### src/rtl/bus_pkg.sv
// Shared definitions for the SHA/AES transaction bus arbiter: owner encodings,
// opcode field placement and per-transaction byte count.
package bus_pkg;

    typedef enum logic [1:0] {
        MODE_IDLE = 2'b00,
        MODE_AES  = 2'b01,
        MODE_SHA  = 2'b10
    } mode_e;

    localparam int unsigned OPCODE_W = 8;

    // Opcode occupies the top byte, directly above the address.
    function automatic int unsigned opcode_msb(input int unsigned addrw);
        return addrw + OPCODE_W - 1;
    endfunction

    function automatic int unsigned opcode_lsb(input int unsigned addrw);
        return addrw;
    endfunction

    function automatic int unsigned nbytes(input int unsigned addrw);
        return addrw / 8 + 1;
    endfunction

endpackage

### src/rtl/bus_arbiter.sv
// Round-robin arbiter granting SHA or AES the shared 8-bit bus, then streaming
// the winner's {opcode, address} word MSB-byte-first under valid/ready.
module bus_arbiter
    import bus_pkg::*;
#(
    parameter int unsigned ADDRW = 24
) (
    input  logic               clk,
    input  logic               rst_n,
    input  logic               sha_req,
    input  logic               aes_req,
    input  logic [ADDRW+7:0]   sha_data_in,
    input  logic [ADDRW+7:0]   aes_data_in,
    input  logic               bus_ready,
    output logic [7:0]         data_out,
    output logic               valid_out,
    output logic               aes_grant,
    output logic               sha_grant,
    output logic [1:0]         curr_mode_top,
    output logic [1:0]         counter_top
);

    localparam int unsigned WORD_W   = ADDRW + OPCODE_W;
    localparam int unsigned OPC_MSB  = opcode_msb(ADDRW);
    localparam int unsigned NBYTES   = nbytes(ADDRW);
    localparam logic [1:0]  LAST_IDX = 2'(NBYTES - 1);

    mode_e              mode_q;
    logic [1:0]         counter_q;
    logic [WORD_W-1:0]  word_q;
    logic               last_sha_q;
    logic               pick_aes;
    logic               accept;

    // AES wins when alone, or on contention if SHA was served last.
    assign pick_aes = aes_req && (!sha_req || last_sha_q);
    assign accept   = valid_out && bus_ready;

    always_ff @(posedge clk) begin
        if (!rst_n) begin
            mode_q     <= MODE_IDLE;
            counter_q  <= 2'd0;
            word_q     <= '0;
            last_sha_q <= 1'b1;
            aes_grant  <= 1'b0;
            sha_grant  <= 1'b0;
            valid_out  <= 1'b0;
            data_out   <= 8'h00;
        end else begin
            case (mode_q)
                MODE_IDLE: begin
                    if (aes_req || sha_req) begin
                        // word_q holds the bytes still to be presented, left-aligned.
                        if (pick_aes) begin
                            mode_q    <= MODE_AES;
                            aes_grant <= 1'b1;
                            data_out  <= aes_data_in[OPC_MSB -: 8];
                            word_q    <= aes_data_in << 8;
                        end else begin
                            mode_q    <= MODE_SHA;
                            sha_grant <= 1'b1;
                            data_out  <= sha_data_in[OPC_MSB -: 8];
                            word_q    <= sha_data_in << 8;
                        end
                        valid_out <= 1'b1;
                        counter_q <= 2'd0;
                    end
                end
                MODE_AES, MODE_SHA: begin
                    if (accept) begin
                        if (counter_q == LAST_IDX) begin
                            last_sha_q <= (mode_q == MODE_SHA);
                            mode_q     <= MODE_IDLE;
                            counter_q  <= 2'd0;
                            aes_grant  <= 1'b0;
                            sha_grant  <= 1'b0;
                            valid_out  <= 1'b0;
                            data_out   <= 8'h00;
                        end else begin
                            counter_q <= counter_q + 2'd1;
                            data_out  <= word_q[WORD_W-1 -: 8];
                            word_q    <= word_q << 8;
                        end
                    end
                end
                default: begin
                    mode_q    <= MODE_IDLE;
                    counter_q <= 2'd0;
                    aes_grant <= 1'b0;
                    sha_grant <= 1'b0;
                    valid_out <= 1'b0;
                    data_out  <= 8'h00;
                end
            endcase
        end
    end

    assign curr_mode_top = mode_q;
    assign counter_top   = counter_q;

endmodule

### config.mk
export PLATFORM = sky130hd
export DESIGN_NAME = bus_arbiter
export DESIGN_NICKNAME = d
export VERILOG_FILES = /design/src/rtl/bus_pkg.sv /design/src/rtl/bus_arbiter.sv
export SDC_FILE = /design/constraint.sdc
export NUM_CORES = 1
export LEC_CHECK = 0
export ABC_AREA = 1
export CAP_MARGIN = 30
export CORE_UTILIZATION = 52
export DETAILED_ROUTE_END_ITERATION = 10
export DONT_BUFFER_PORTS = 1
export GPL_TIMING_DRIVEN = 1
export MAX_ROUTING_LAYER = met4
export PLACE_DENSITY = 0.63
export REMOVE_ABC_BUFFERS = 1
export SYNTH_ARGS = -nofsm -noshare
export SYNTH_HDL_FRONTEND = slang
export SYNTH_SLANG_ARGS = --single-unit
### constraint.sdc
create_clock -name clk -period 1.95 [get_ports clk]
set_input_delay 0.195 -clock clk [delete_from_list [all_inputs] [get_ports clk]]
set_output_delay 0.195 -clock clk [all_outputs]
set_load 0.01 [all_outputs]
## Word level (Yosys, flattened, before mapping)

Cells that the tools add are included.

- Add/sub/neg operators: 1
- Equality and inequality tests: 9
- Mux-type cells: 29
- Reduce and logical (&&, ||, !) cells: 14

Operators by type and width:

| cell | number |
|---|---|
| $mux W32 | 4 |
| $pmux W32 S2 | 1 |
| $mux W8 | 4 |
| $pmux W8 S2 | 1 |
| $mux W2 | 7 |
| $ne A2 B2 Y1 const B | 6 |
| $reduce_and A4 Y1 | 3 |
| $pmux W2 S2 | 2 |
| $mux W1 | 7 |
| $pmux W1 S2 | 3 |
| $reduce_and A3 Y1 | 2 |
| $eq A2 B2 Y1 const B | 2 |
| $add A2 B1 Y2 const B | 1 |
| $eq A2 B1 Y1 const B | 1 |
| $logic_and A1 B1 Y1 | 2 |
| $logic_not A2 Y1 | 1 |
| $logic_or A1 B1 Y1 | 2 |
| $reduce_and A2 Y1 | 1 |
| $reduce_bool A2 Y1 | 1 |
| $reduce_or A2 Y1 | 1 |
| $logic_not A1 Y1 | 1 |

- Bits in registers: 48
- Logic and storage cells: 61

## Depth between registers and ports, before layout

Gate-level depths: netlist of the first run.

- Depth after elaboration: 6
- Gate-level depth with buffers: 12
- Mapped depth without buffers: 11

## Worst setup path after synthesis of the first run

No wires, ideal clock.

- Kind: register -> register
- Start point: register mode_q[0], in the netlist curr_mode_top[0]
- End point: register word_q[21]
- Library setup time: 0.109 ns
- Arrival time: 1.588 ns
- Path slack: 0.253 ns
- Cell stages (with the launch flop): 13
- Path through: dfxtp_1 inv_1 ha_1 buf_4 nand2_2 nand2_4 inv_2 nand2_4 inv_4 buf_6 nand3_1 nand2_1 inv_1

- Longest elaborated chain between the ends: 4
- Elaborated cells between the ends (all ways): 10

Ends and longest elaborated chain:

| element | line | RTL |
|---|---|---|
| start, declared | bus_arbiter.sv:28 | `mode_e mode_q;` |
| start signal, assigned | bus_arbiter.sv:41 | `mode_q <= MODE_IDLE;` |
| start signal, assigned | bus_arbiter.sv:55 | `mode_q <= MODE_AES;` |
| start signal, assigned | bus_arbiter.sv:60 | `mode_q <= MODE_SHA;` |
| $eq A2 B2 Y1 or $eq A2 B1 Y1 (tied branches) | bus_arbiter.sv:50 | `case (mode_q)` |
| $reduce_or A2 Y1 | bus_arbiter.sv:50 |  |
| $ne A2 B2 Y1 (no line) or $reduce_bool A2 Y1 (tied branches) | -- |  |
| $reduce_and A4 Y1 (no line) | -- |  |
| end signal, assigned | bus_arbiter.sv:58 | `word_q <= aes_data_in << 8;` |
| end signal, assigned | bus_arbiter.sv:63 | `word_q <= sha_data_in << 8;` |
| end signal, assigned | bus_arbiter.sv:82 | `word_q <= word_q << 8;` |
| end, declared | bus_arbiter.sv:30 | `logic [WORD_W-1:0] word_q;` |

Several ways; a longest one is shown, not always the timed one.
A chain may end at the register's enable or synchronous reset.

## Worst setup path in the final report of the first run

- Start point: register mode_q[0], in the netlist curr_mode_top[0]
- End point: register word_q[17]

The elaborated chain is that of the path after synthesis.

==> results_dict.tcl, run 1 <==
set metrics [dict create \
    detailed_place_hpwl_um 3640 \
    final_layout_size_suffix_gt1_share_pct 8.46 \
    die_h_um 69.9 \
    vias_per_cell 4.93 \
    p_total_mw 4.05 \
    placement.io_buffers 0 \
    final_area_um2 2530 \
    crit_path_end_kind "register" \
    hold_viol 0 \
    r2r_start "curr_mode_top[0]" \
    layout_commonest_cell "nand2_1" \
    drtIter0Drc 59 \
    clkLatencyLatePin_ns 0.29 \
    clockBufferDepth 2 \
    crit_family "simple AND/OR/NAND/NOR gates" \
    cp-startpoint "curr_mode_top[0]" \
    grt_use_total_pct 23.0 \
    tns_ns 0 \
    crit_slowest_cell "ha_1" \
    ys.warnings.count 0 \
    grt_max_degree 37 \
    vias 2180 \
    place_congestion 0.744 \
    hold_class "in2reg" \
    drtAntennaViolNets 0 \
    ys_seq_elements 40 \
    skew_ns 0.00525 \
    grt_pass1_vias 2065 \
    post-route-period-util_pct 89.4 \
    htreeDepth 2 \
    fillers 459 \
    num_rows 24 \
    core_um2 4380 \
    die_area_um2 4890 \
    period_needed_ns 1.74 \
    worstPathMaxFanout 15 \
    cp.buffers_inverters 4 \
    cp.required_ns 2.14 \
    grt_pass1_wl_um 8900 \
    fmax_mhz 574 \
    slew_violations 0 \
    syn_area_per_cell_um2 6.13 \
    routed_wl_um 4950 \
    antenna_cells 0 \
    layout_common_cells "139 x nand2_1, 70 x inv_1, 50 x nand3_1" \
    dpl_cell_area_um2 2430 \
    status "finished clean" \
    rsz0062_at_grt "false" \
    maxCapViolations 0 \
    cts-root-buf "clkbuf_8" \
    synth_cell_types 22 \
    ir_drop_v 0.000672 \
    start_kind "register" \
    nets 463 \
    final_util_pct 57.6 \
    holdBufCountCts 0 \
    register_area_um2 801 \
    clkTransAtPathRegs_ns 0.07 \
    postCtsSetupBuffers 0 \
    area_growth_pct 5.38 \
    drt_pass1_iterations 4 \
    cts_buffers 5 \
    slowest_delay_ns 0.34 \
    ios 84 \
    syn_area_um2 2400 \
    antenna_found_initial 0 \
    setup_viol_count_final 0 \
    drcViolationCount 0 \
    start_util_pct 54.7 \
    die_x_um 69.9 \
    min_from "rst_n" \
    cts_resized 0 \
    p_leak_nw 1.35 \
    grt-ovfl-total 0 \
    syn_inst 391 \
    cp_cell_sequence "inv_1 -> ha_1 -> nand2_2 -> nand2_4 -> inv_2 -> nand2_4 -> buf_4 -> a21oi_1 -> nand2_1 -> inv_1" \
    p_per_area_nw_per_um2 1600 \
    wl_per_cell_um 11.2 \
    multi_input_area_um2 1200 \
    slew_headroom_pct 70.7 \
    worstSetupPathType "reg2reg" \
    ys_seq_area_share_pct 33.4 \
    cts_tree "done" \
    cts_sinks 40 \
    tightest_slew_ns 0.438 \
    arrival_ns 1.93 \
]
synth_stat cells:
cell / number / area, µm²
nand2_1: 139 / 522
inv_1: 70 / 263
nand3_1: 50 / 250
dfxtp_1: 40 / 801
a21oi_1: 39 / 195
buf_2: 8 / 40.0
nand4_1: 8 / 50.1
clkbuf_1: 5 / 18.8
ha_1: 4 / 50.1
inv_2: 4 / 15.0
nand2_2: 4 / 25.0
buf_6: 3 / 33.8
nand2_4: 3 / 33.8
nor2_1: 3 / 11.3
buf_4: 2 / 15.0
nor2_2: 2 / 12.5
o21ai_0: 2 / 10.0
clkinv_1: 1 / 3.75
inv_4: 1 / 6.26
nor2_4: 1 / 11.3
nor2_8: 1 / 20.0
o211a_1: 1 / 10.0
registers in the layout (all words and copies together), names as in the netlist:
| register | flops |
|---|---|
| curr_mode_top | 2 |
| aes_grant | 1 |
| counter_top | 2 |
| valid_out | 1 |
| data_out | 8 |
| sha_grant | 1 |
| word_q | 24 |
| last_sha_q | 1 |
where the power goes:
| group | switching, mW | total (mW) | leakage (nW) | internal [mW] |
|---|---|---|---|---|
| logic | 1.39 | 2.13 | 0.972 | 0.743 |
| clock network | 0.274 | 0.589 | 0.0503 | 0.315 |
| registers | 0.209 | 1.33 | 0.330 | 1.12 |
metal layers:
metal  part of all wire [%]  up-vias  routed length, µm  global-route usage [%]
met5                      0        -                  0                       -
met4                    1.4        0                 68                    6.67
met3                    5.7        7                281                    5.63
met2                     47       64               2330                    39.7
met1                     46      912               2270                    26.3
li1                       -     1197                  -                       -
worst paths after layout:
path                 endpoint  slack [ns]  cells past startpoint
max                word_q[17]        0.21                     10
min reg2reg         word_q[8]        0.46                      2
max reg2reg        word_q[17]        0.21                     10
min          curr_mode_top[0]        0.03                      2
stage by stage:
stage / std cells / worst slack [ns] / hold WS, ns
global route: 442 / 0.0103 / 0.0288
global placement: 435 / 0.258 / 0.331
detailed placement: 435 / 0.216 / 0.332
floorplan: 373 / -0.183 / 0.318
finish: 442 / 0.207 / 0.0289
CTS: 442 / 0.196 / 0.0161
logic make-up (layout without fill, tap and decap cells):
family / after synthesis / count (layout) / share of synthesized area, %
compound gates: 42 / 42 / 8.98
fa+ha+maj: 4 / 4 / 2.09
buf+inv: 94 / 93 / 16.5
flops: 40 / 40 / 33.4
simple gates: 211 / 211 / 39.0
cell type report:
type                            instances  share of cell area [%]
Multi-Input combinational cell        257                    47.5
Sequential cell                        40                    31.7
Inverter                               76                    11.4
Clock buffer                            7                    3.81
Timing Repair Buffer                   10                    2.97
Tap cell                               52                    2.58
(Power assumes the default switching activity.)
==> run 2, diff against run 1 <==
- MAX_ROUTING_LAYER: met4 -> default
==> results_dict.tcl, run 2 (synthesized netlist as in run 1, its figures left out) <==
set metrics [dict create \
    status "finished clean" \
    hold_depth 2 \
    cp.required_ns 2.19 \
    antenna_cells 0 \
    power_frac_seq_pct 32.8 \
    worstSetupPathType "reg2reg" \
    postCtsSetupBuffers 0 \
    r2r_slack_ns 0.21 \
    cts_buffers 5 \
    nets 463 \
    skew_ns 0.00392 \
    wl_per_cell_um 11.2 \
    clkLatencyLatePin_ns 0.29 \
    dpl_cell_area_um2 2430 \
    place_congestion 0.735 \
    intPower_mw 2.18 \
    setup_ws_ns 0.210 \
    cts_resized 0 \
    p_clk_share_pct 14.6 \
    arrival_ns 1.98 \
    routed_wl_um 4960 \
    p_switching_mw 1.88 \
    hold_viol 0 \
    vias 2184 \
    slew_headroom_pct 70.8 \
    placement.io_buffers 0 \
    rr_endpoint "word_q[17]" \
    period_needed_ns 1.74 \
    grt_pass1_wl_um 8910 \
    detailed_place_hpwl_um 3640 \
    cts_sinks 40 \
    largestRegisters "word_q x24, data_out x8" \
    rsz0062_at_grt "false" \
    p_leak_nw 1.35 \
    num_rows 24 \
    tns_ns 0 \
    antenna_found_initial 0 \
    largest_reg_flops 24 \
    cts-root-buf "clkbuf_8" \
    die_h_um 69.9 \
    final_cells 442 \
    dp.cells 435 \
    place_ws_ns 0.216 \
    final_layout_size_suffix_gt1_share_pct 8.46 \
    cts_tree "done" \
    clkTransAtPathRegs_ns 0.07 \
    r2r_start "curr_mode_top[0]" \
    ios 84 \
    start_kind "register" \
    power_frac_comb_pct 52.6 \
    vias_per_cell 4.94 \
    ff2ff_path_depth 11 \
    grt_max_degree 37 \
    drtIter0Drc 54 \
    die_x_um 69.9 \
    grt_pass1_vias 2067 \
    layout_commonest_cell "nand2_1" \
    setup_viol_count_final 0 \
    core_um2 4380 \
    start_util_pct 54.7 \
    crit_path_end_kind "register" \
    htreeDepth 2 \
    tightest_slew_ns 0.437 \
    drcViolationCount 0 \
    hold_class "in2reg" \
    grt_use_total_pct 22.4 \
    clockBufferDepth 2 \
    holdBufCountCts 0 \
    maxCapViolations 0 \
    final_area_um2 2530 \
    drt_pass1_iterations 4 \
    largest-register "word_q" \
    p_per_area_nw_per_um2 1610 \
    drtAntennaViolNets 0 \
    fmax_mhz 575 \
    area_growth_pct 5.38 \
    min_from "rst_n" \
    worstPathMaxFanout 15 \
    switching_share_pct 46.3 \
    grt-ovfl-total 0 \
    hold_end "curr_mode_top[0]" \
    slew_violations 0 \
    ir_drop_v 0.000672 \
    post-route-period-util_pct 89.2 \
    fillers 459 \
    die_area_um2 4890 \
    layout_common_cells "139 x nand2_1, 70 x inv_1, 50 x nand3_1" \
]
-- run 2: cell counts in the layout (fill, tap and decap cells not counted) --
No cell type changed its count.
-- run 2: worst max-delay path by stage --
stage / start / to / slack (ns) / depth (start not counted)
finish: curr_mode_top[0] / word_q[17] / 0.21 / 11
global route: curr_mode_top[0] / word_q[16] / 0.01 / 11
CTS: curr_mode_top[0] / word_q[21] / 0.20 / 10
detailed placement: curr_mode_top[0] / word_q[21] / 0.22 / 10
global placement: curr_mode_top[0] / word_q[16] / 0.26 / 10
floorplan: curr_mode_top[0] / word_q[16] / -0.18 / 11
-- run 2: power groups by stage --
stage / Combinational [mW] / Sequential, mW / Clock (mW)
finish: 2.14 / 1.33 / 0.591
global route: 2.50 / 1.37 / 0.641
CTS: 2.16 / 1.34 / 0.607
detailed placement: 2.15 / 1.35 / 0
global placement: 2.13 / 1.35 / 0
floorplan: 1.61 / 1.33 / 0
-- run 2: through the flow --
stage | util [%] | power [mW] | hold slack (ns)
floorplan | - | 2.93 | 0.318
global placement | 55.4 | 3.48 | 0.331
detailed placement | 55.4 | 3.51 | 0.332
CTS | 57.6 | 4.11 | 0.0161
global route | 57.6 | 4.51 | 0.0288
finish | 57.6 | 4.06 | 0.0288
-- run 2: cell type report --
cell class                      count  area, µm²  share of cell area, %
Sequential cell                    40        801                   31.7
Timing Repair Buffer               10       75.1                   2.97
Clock buffer                        7       96.3                   3.81
Inverter                           76        288                   11.4
Tap cell                           52       65.1                   2.58
Multi-Input combinational cell    257       1200                   47.5
-- run 2: layer usage --
layer	vias to the layer above	share of wire (%)	global-route usage [%]
li1	1197	-	-
met1	917	46	26.3
met2	63	47	39.7
met3	7	5.6	5.63
met4	0	1.4	6.67
met5	-	0	0
-- run 2: critical path, cell delays in order (launching register included) --
cell,delay (ns)
dfxtp_1,0.33
inv_1,0.07
ha_1,0.34
inv_2,0.09
nor2_8,0.15
inv_2,0.06
nand2_2,0.07
nand2_4,0.13
buf_4,0.21
a21oi_1,0.13
nand2_1,0.07
inv_1,0.04
